--- config.mk ---
export PLATFORM = sky130hd
export DESIGN_NAME = sigma_muldiv_unit_flat
export DESIGN_NICKNAME = d
export VERILOG_FILES = /design/src/rtl/sigma_muldiv_unit_if.sv /design/src/rtl/sigma_muldiv_unit.sv /design/src/flat_wrapper.sv
export SDC_FILE = /design/constraint.sdc
export NUM_CORES = 1
export LEC_CHECK = 0
export BUFFER_PORTS_ARGS = -buffer_cell sky130_fd_sc_hd__buf_2
export CAP_MARGIN = 10
export CORE_ASPECT_RATIO = 1.75
export CORE_MARGIN = 8
export CORE_UTILIZATION = 45
export CTS_CLUSTER_DIAMETER = 200
export DETAILED_ROUTE_END_ITERATION = 8
export PLACE_DENSITY = 0.6
export SYNTH_ARGS = -nofsm -noshare
export SYNTH_HDL_FRONTEND = slang
export SYNTH_SLANG_ARGS = --single-unit
--- constraint.sdc ---
create_clock -name clk -period 9.5 [get_ports clk]
set_clock_uncertainty 0.05 [all_clocks]
set_input_delay 0.475 -clock clk [delete_from_list [all_inputs] [get_ports clk]]
set_output_delay 0.475 -clock clk [all_outputs]
set_load 0.01 [all_outputs]
--- src/rtl/sigma_muldiv_unit_if.sv ---
// sigma_muldiv_unit_if: request/result handshake bundle for the M-extension unit.
//   in_valid/in_ready   - request handshake (requester -> unit)
//   in_op               - RISC-V funct3 of the M op
//   in_a/in_b           - rs1/rs2 operands
//   out_valid/out_ready - result handshake (unit -> consumer)
//   out_result          - XLEN-bit result
// master: pipeline side driving requests; slave: the muldiv unit.
interface sigma_muldiv_unit_if #(
    parameter int unsigned XLEN = 32
);
    logic            in_valid;
    logic            in_ready;
    logic [2:0]      in_op;
    logic [XLEN-1:0] in_a;
    logic [XLEN-1:0] in_b;
    logic            out_valid;
    logic            out_ready;
    logic [XLEN-1:0] out_result;

    modport master (
        output in_valid, in_op, in_a, in_b, out_ready,
        input  in_ready, out_valid, out_result
    );

    modport slave (
        input  in_valid, in_op, in_a, in_b, out_ready,
        output in_ready, out_valid, out_result
    );
endinterface

--- src/rtl/sigma_muldiv_unit.sv ---
// sigma_muldiv_unit: iterative RV32M/RV64M multiply/divide unit.
//   clk   - rising-edge clock
//   rst   - synchronous active-high reset (highest priority)
//   flush - synchronous kill of any in-flight or pending operation
//   bus   - sigma_muldiv_unit_if slave: request valid/ready, op, operands,
//           result valid/ready, result
// Multiplies use radix-2 shift-add, divides restoring shift-subtract, one bit
// per cycle on operand magnitudes; sign is fixed up on the last iteration.
// Divide-by-zero and signed overflow bypass the iteration and finish in one cycle.
module sigma_muldiv_unit #(
    parameter int unsigned XLEN  = 32,
    parameter int unsigned CNT_W = $clog2(XLEN) + 1
) (
    input logic               clk,
    input logic               rst,
    input logic               flush,
    sigma_muldiv_unit_if.slave bus
);
    typedef enum logic [1:0] {StIdle, StCalc, StDone} state_e;

    localparam logic [XLEN-1:0] MsbOnly = {1'b1, {(XLEN-1){1'b0}}};

    state_e              state_q;
    logic [2:0]          op_q;
    logic [2*XLEN-1:0]   acc_q;      // {hi, lo}: product, or {remainder, quotient}
    logic [XLEN-1:0]     opnd_q;     // multiplicand or divisor magnitude
    logic [XLEN-1:0]     res_q;
    logic                neg_q;
    logic                special_q;  // acc_q low half already holds the final result
    logic [CNT_W-1:0]    cnt_q;

    // Accept-side decode.
    logic            is_div, a_sgn, b_sgn, a_neg, b_neg, neg_start;
    logic            div0, ovf, special;
    logic [XLEN-1:0] a_mag, b_mag, special_res;

    always_comb begin
        is_div    = bus.in_op[2];
        a_sgn     = is_div ? ~bus.in_op[0] : (bus.in_op == 3'b001 || bus.in_op == 3'b010);
        b_sgn     = is_div ? ~bus.in_op[0] : (bus.in_op == 3'b001);
        a_neg     = a_sgn & bus.in_a[XLEN-1];
        b_neg     = b_sgn & bus.in_b[XLEN-1];
        a_mag     = a_neg ? -bus.in_a : bus.in_a;
        b_mag     = b_neg ? -bus.in_b : bus.in_b;
        // Remainder takes the dividend's sign; everything else the xor.
        neg_start = (is_div && bus.in_op[1]) ? a_neg : (a_neg ^ b_neg);
        div0      = is_div && (bus.in_b == '0);
        ovf       = is_div && !bus.in_op[0] && (bus.in_a == MsbOnly) && (bus.in_b == '1);
        special   = div0 || ovf;
        if (div0) begin
            special_res = bus.in_op[1] ? bus.in_a : '1;
        end else begin
            special_res = bus.in_op[1] ? '0 : bus.in_a;
        end
    end

    // One iteration step and final result formation.
    logic [XLEN:0]     mul_sum, div_rem, div_diff;
    logic [2*XLEN-1:0] mul_nxt, div_nxt, acc_nxt, prod_fix;
    logic [XLEN-1:0]   div_sel, final_res;

    always_comb begin
        mul_sum  = {1'b0, acc_q[2*XLEN-1:XLEN]} + {1'b0, (acc_q[0] ? opnd_q : '0)};
        mul_nxt  = {mul_sum, acc_q[XLEN-1:1]};
        div_rem  = {acc_q[2*XLEN-1:XLEN], acc_q[XLEN-1]};
        div_diff = div_rem - {1'b0, opnd_q};
        // Negative trial difference means restore: keep shifted remainder, quotient bit 0.
        if (div_diff[XLEN]) begin
            div_nxt = {div_rem[XLEN-1:0], acc_q[XLEN-2:0], 1'b0};
        end else begin
            div_nxt = {div_diff[XLEN-1:0], acc_q[XLEN-2:0], 1'b1};
        end
        acc_nxt  = op_q[2] ? div_nxt : mul_nxt;
        prod_fix = neg_q ? -acc_nxt : acc_nxt;
        div_sel  = op_q[1] ? acc_nxt[2*XLEN-1:XLEN] : acc_nxt[XLEN-1:0];
        if (op_q[2]) begin
            final_res = neg_q ? -div_sel : div_sel;
        end else if (op_q[1:0] == 2'b00) begin
            final_res = prod_fix[XLEN-1:0];
        end else begin
            final_res = prod_fix[2*XLEN-1:XLEN];
        end
    end

    always_ff @(posedge clk) begin
        if (rst) begin
            state_q   <= StIdle;
            op_q      <= '0;
            acc_q     <= '0;
            opnd_q    <= '0;
            res_q     <= '0;
            neg_q     <= 1'b0;
            special_q <= 1'b0;
            cnt_q     <= '0;
        end else if (flush) begin
            state_q <= StIdle;
        end else begin
            case (state_q)
                StIdle: begin
                    if (bus.in_valid) begin
                        op_q      <= bus.in_op;
                        neg_q     <= neg_start;
                        special_q <= special;
                        cnt_q     <= '0;
                        state_q   <= StCalc;
                        opnd_q    <= is_div ? b_mag : a_mag;
                        if (special) begin
                            acc_q <= {{XLEN{1'b0}}, special_res};
                        end else begin
                            acc_q <= {{XLEN{1'b0}}, (is_div ? a_mag : b_mag)};
                        end
                    end
                end
                StCalc: begin
                    if (special_q) begin
                        res_q   <= acc_q[XLEN-1:0];
                        state_q <= StDone;
                    end else begin
                        acc_q <= acc_nxt;
                        cnt_q <= cnt_q + 1'b1;
                        if (cnt_q == CNT_W'(XLEN - 1)) begin
                            res_q   <= final_res;
                            state_q <= StDone;
                        end
                    end
                end
                StDone: begin
                    if (bus.out_ready) begin
                        state_q <= StIdle;
                    end
                end
                default: state_q <= StIdle;
            endcase
        end
    end

    assign bus.in_ready   = (state_q == StIdle);
    assign bus.out_valid  = (state_q == StDone);
    assign bus.out_result = res_q;
endmodule

--- src/flat_wrapper.sv ---
// flat-port wrapper written by rule: the top's interface ports become plain ports
module sigma_muldiv_unit_flat 
#(
    parameter int unsigned XLEN  = 32,
    parameter int unsigned CNT_W = $clog2(XLEN) + 1
)
  (clk, rst, flush, bus_in_valid, bus_in_op, bus_in_a, bus_in_b, bus_out_ready, bus_in_ready, bus_out_valid, bus_out_result);
  sigma_muldiv_unit_if #(.XLEN(XLEN)) bus_i ();
  input logic clk;
  input logic rst;
  input logic flush;
  input wire logic [$bits(bus_i.in_valid)-1:0] bus_in_valid;
  input wire logic [$bits(bus_i.in_op)-1:0] bus_in_op;
  input wire logic [$bits(bus_i.in_a)-1:0] bus_in_a;
  input wire logic [$bits(bus_i.in_b)-1:0] bus_in_b;
  input wire logic [$bits(bus_i.out_ready)-1:0] bus_out_ready;
  output wire logic [$bits(bus_i.in_ready)-1:0] bus_in_ready;
  output wire logic [$bits(bus_i.out_valid)-1:0] bus_out_valid;
  output wire logic [$bits(bus_i.out_result)-1:0] bus_out_result;
  assign bus_i.in_valid = bus_in_valid;
  assign bus_i.in_op = bus_in_op;
  assign bus_i.in_a = bus_in_a;
  assign bus_i.in_b = bus_in_b;
  assign bus_i.out_ready = bus_out_ready;
  assign bus_in_ready = bus_i.in_ready;
  assign bus_out_valid = bus_i.out_valid;
  assign bus_out_result = bus_i.out_result;
  sigma_muldiv_unit #(.XLEN(XLEN), .CNT_W(CNT_W)) u_core (.clk(clk), .rst(rst), .flush(flush), .bus(bus_i));
endmodule
==> metrics.cfg <==
[sta]
fin_ws_ns=2.51
fmax_mhz=143
rsz0062_at_grt=false
post-route-period-util_pct=73.6
slew_violations=0
finalSetupTns_ns=0
worst_pin_slew_ns=1.24
period_minus_slack_ns=6.99
worst_hold_slack_ns=0.245
relSlewSlack_pct=16.6
setup_viol=0
finalHoldViolations=0

[logic_synthesis]
synth.avg_cell_area_sq_um=6.75
yosys.area.top_type_share_pct=16.1
async_flop_share_pct=0
ys_warn_count=0
synth.area.top_cells=dfxtp_1 16%, a21oi_1 6.9%, nor2_1 6.5%
yosysMostFrequentCell=nor2_1
yosys_most_used_dff=dfxtp_1
yosysTopAreaCell=dfxtp_1
yosysUniqueCellTypes=86
ys_top_cells_by_count=301 x nor2_1, 287 x nand2_1, 243 x a21oi_1
synth_edf_count=0
syn_inst=2593
netlist_area_sq_mm=0.0175
synth_fp_nets=2737
ys_seq_area_share_pct=16.1
synth-seq-cells=141

[hold_path]
min_path_type=in2reg
hold_depth=2
hold_end=u_core.bus.out_result[9]
hold_start=rst

[finish]
syn2layout_area_growth_pct=7.73
final_area_sq_mm=0.0189
n_antenna_cell=0
post-route-util_pct=49.1
nets=2719
fin_cells=3073
final_layout_size_suffix_gt1_share_pct=10.1

[placed_design]
hpwl_um=61200
port_buffers=105
place.gp.congestion=1.01
placed_area_sq_mm=0.0183
dp_slack_ns=2.57
dp.cells=3041

[clocking]
htree_num_levels=4
clk_pin_slew_ns=0.08
insertion_delay_ns=0.46
holdBufCountCts=0
cts_tree=done
clockBufferDepth=2
cts_post_setup_buffers_inserted=0
clock_sinks=141
cts_buffers=17
cts-resized-gates=0
clockRootBuffer=clkbuf_16

[status]
status=finished clean

[die]
initial_utilization_pct=45.6
dieArea_sq_mm=0.0457
die-height_um=277
fp.dieW_um=165
core.rowCount=95
io_pins=106
coreArea_sq_mm=0.0384

[worst_setup_path]
reg2reg_depth=22
required_ns=9.74
slowest_delay_ns=0.74
worstReg2RegStart=u_core.acc_q[32]
critPathLaunchType=register
path_class=reg2reg
crit_path_end_kind=register
worst_path_max_delay_cell=o21ai_1
crit_fanout=17
reg2reg_slack_ns=2.51
crit_family=compound AO/OA/AOI/OAI gates
cp.arrival_ns=7.23
cp_cell_sequence=inv_1 -> fa_1 -> nand2b_1 -> a21oi_1 -> o21ai_0 -> o21ai_1 -> a21oi_4 -> buf_4 -> xnor2_4 -> nand2_1 -> a21boi_0 -> ha_1 -> and3_1 -> nand2_1 -> or3_1 -> nor2_1 -> nand3_1 -> nor4_1 -> a21oi_1 -> a31o_2 -> a2111oi_0 -> a2111oi_0
reg2reg_to=u_core.bus.out_result[30]
cp_num_buf_inv=2

[routing]
ant_nets=0
via_per_inst=6.60
drt_iter0_markers=1961
num_vias=20300
drtPass1Iterations=8
wl_per_cell_um=25.4
finalWirelength_um=78000
drc=0

[power]
total_power_mw=2.19
power.leakage_nw=7.15
irDropWorstVdd_mv=0.0932
cellPowerDensity_mw_per_mm2=116

[global_route]
grt_pass1_wl_um=118000
grt_pass1_vias=19700
overflow=0
grt_max_degree=90
grt_usage_pct=33.6
antenna_found_initial=2

[run]
drv_cap=0

==> cells by family after synthesis <==
| family | share of synthesized area (%) |
|---|---|
| AO/OA/AOI/OAI | 32.7 |
| XOR/XNOR | 8.74 |
| adder cells (fa/ha/maj) | 6.26 |
| buffers and inverters | 5.90 |
| flip-flops | 16.1 |
| multiplexers | 4.80 |
| AND/OR/NAND/NOR | 25.5 |
==> state kept, by name, summed over array words and instances (netlist names) <==
name,count
u_core.opnd_q,32
u_core.special_q,1
u_core.neg_q,1
u_core.state_q,2
u_core.op_q,3
u_core.acc_q,64
u_core.bus.out_result,32
u_core.cnt_q,6
==> cell usage in the layout, fill, tap and decap left out, types with 48 or more instances in the layout <==
cell,netlist,routed
nor2_1,301,298
nand2_1,287,287
a21oi_1,243,243
o21ai_0,172,172
dfxtp_1,141,138
buf_2,9,104
xnor2_1,96,96
inv_1,78,78
xor2_1,75,75
nor3_1,77,74
ha_1,70,70
nand3_1,67,67
a211oi_1,66,66
o211ai_1,65,65
mux2i_1,52,52
a31oi_1,48,48
==> power by group <==
| group | switching [mW] | leakage [nW] | total [mW] | internal (mW) |
|---|---|---|---|---|
| clock | 0.346 | 0.279 | 0.695 | 0.349 |
| sequential | 0.0300 | 1.15 | 0.641 | 0.611 |
| combinational | 0.576 | 5.73 | 0.853 | 0.277 |
| total | 0.952 | 7.15 | 2.19 | 1.24 |
==> how the worst max path moves through the flow <==
| stage | cells past startpoint | endpoint | startpoint | slack [ns] |
|---|---|---|---|---|
| floorplan | 27 | u_core.bus.out_result[30] | u_core.acc_q[31] | 3.12 |
| global placement | 22 | u_core.bus.out_result[30] | u_core.acc_q[32] | 2.83 |
| detailed placement | 22 | u_core.bus.out_result[30] | u_core.acc_q[32] | 2.57 |
| CTS | 22 | u_core.bus.out_result[30] | u_core.acc_q[32] | 2.51 |
| global route | 22 | u_core.bus.out_result[30] | u_core.acc_q[32] | 1.91 |
| finish | 22 | u_core.bus.out_result[30] | u_core.acc_q[32] | 2.51 |
==> final cells by class <==
type / count / area (sq um)
repair buffers: 149 / 858
clock buffers: 17 / 425
clock inverters: 15 / 140
flip-flops and latches: 141 / 2830
well taps: 485 / 607
multi-input cells: 2186 / 13700
inverters: 80 / 300
fillers: 3960 / 19500
==> per-layer routing <==
metal / share of wire, % / vias up / track usage (%) / wire length, um
met5: 0.017 / - / 0 / 13
met4: 7.6 / 2 / 23.3 / 5930
met3: 7.0 / 253 / 4.49 / 5440
met2: 48 / 998 / 56.7 / 37800
met1: 37 / 9536 / 37.9 / 28800
li1: - / 9486 / - / -
==> worst reg2reg max path: stages, from the launching register on <==
cell,delay (ns)
dfxtp_1,0.48
inv_1,0.12
fa_1,0.46
nand2b_1,0.19
a21oi_1,0.37
o21ai_0,0.31
o21ai_1,0.74
a21oi_4,0.10
buf_4,0.25
xnor2_4,0.18
nand2_1,0.16
a21boi_0,0.30
ha_1,0.28
and3_1,0.27
nand2_1,0.19
or3_1,0.39
nor2_1,0.20
nand3_1,0.35
nor4_1,0.55
a21oi_1,0.14
a31o_2,0.22
a2111oi_0,0.39
a2111oi_0,0.11
Note: power is estimated with default switching activity, not from simulation.
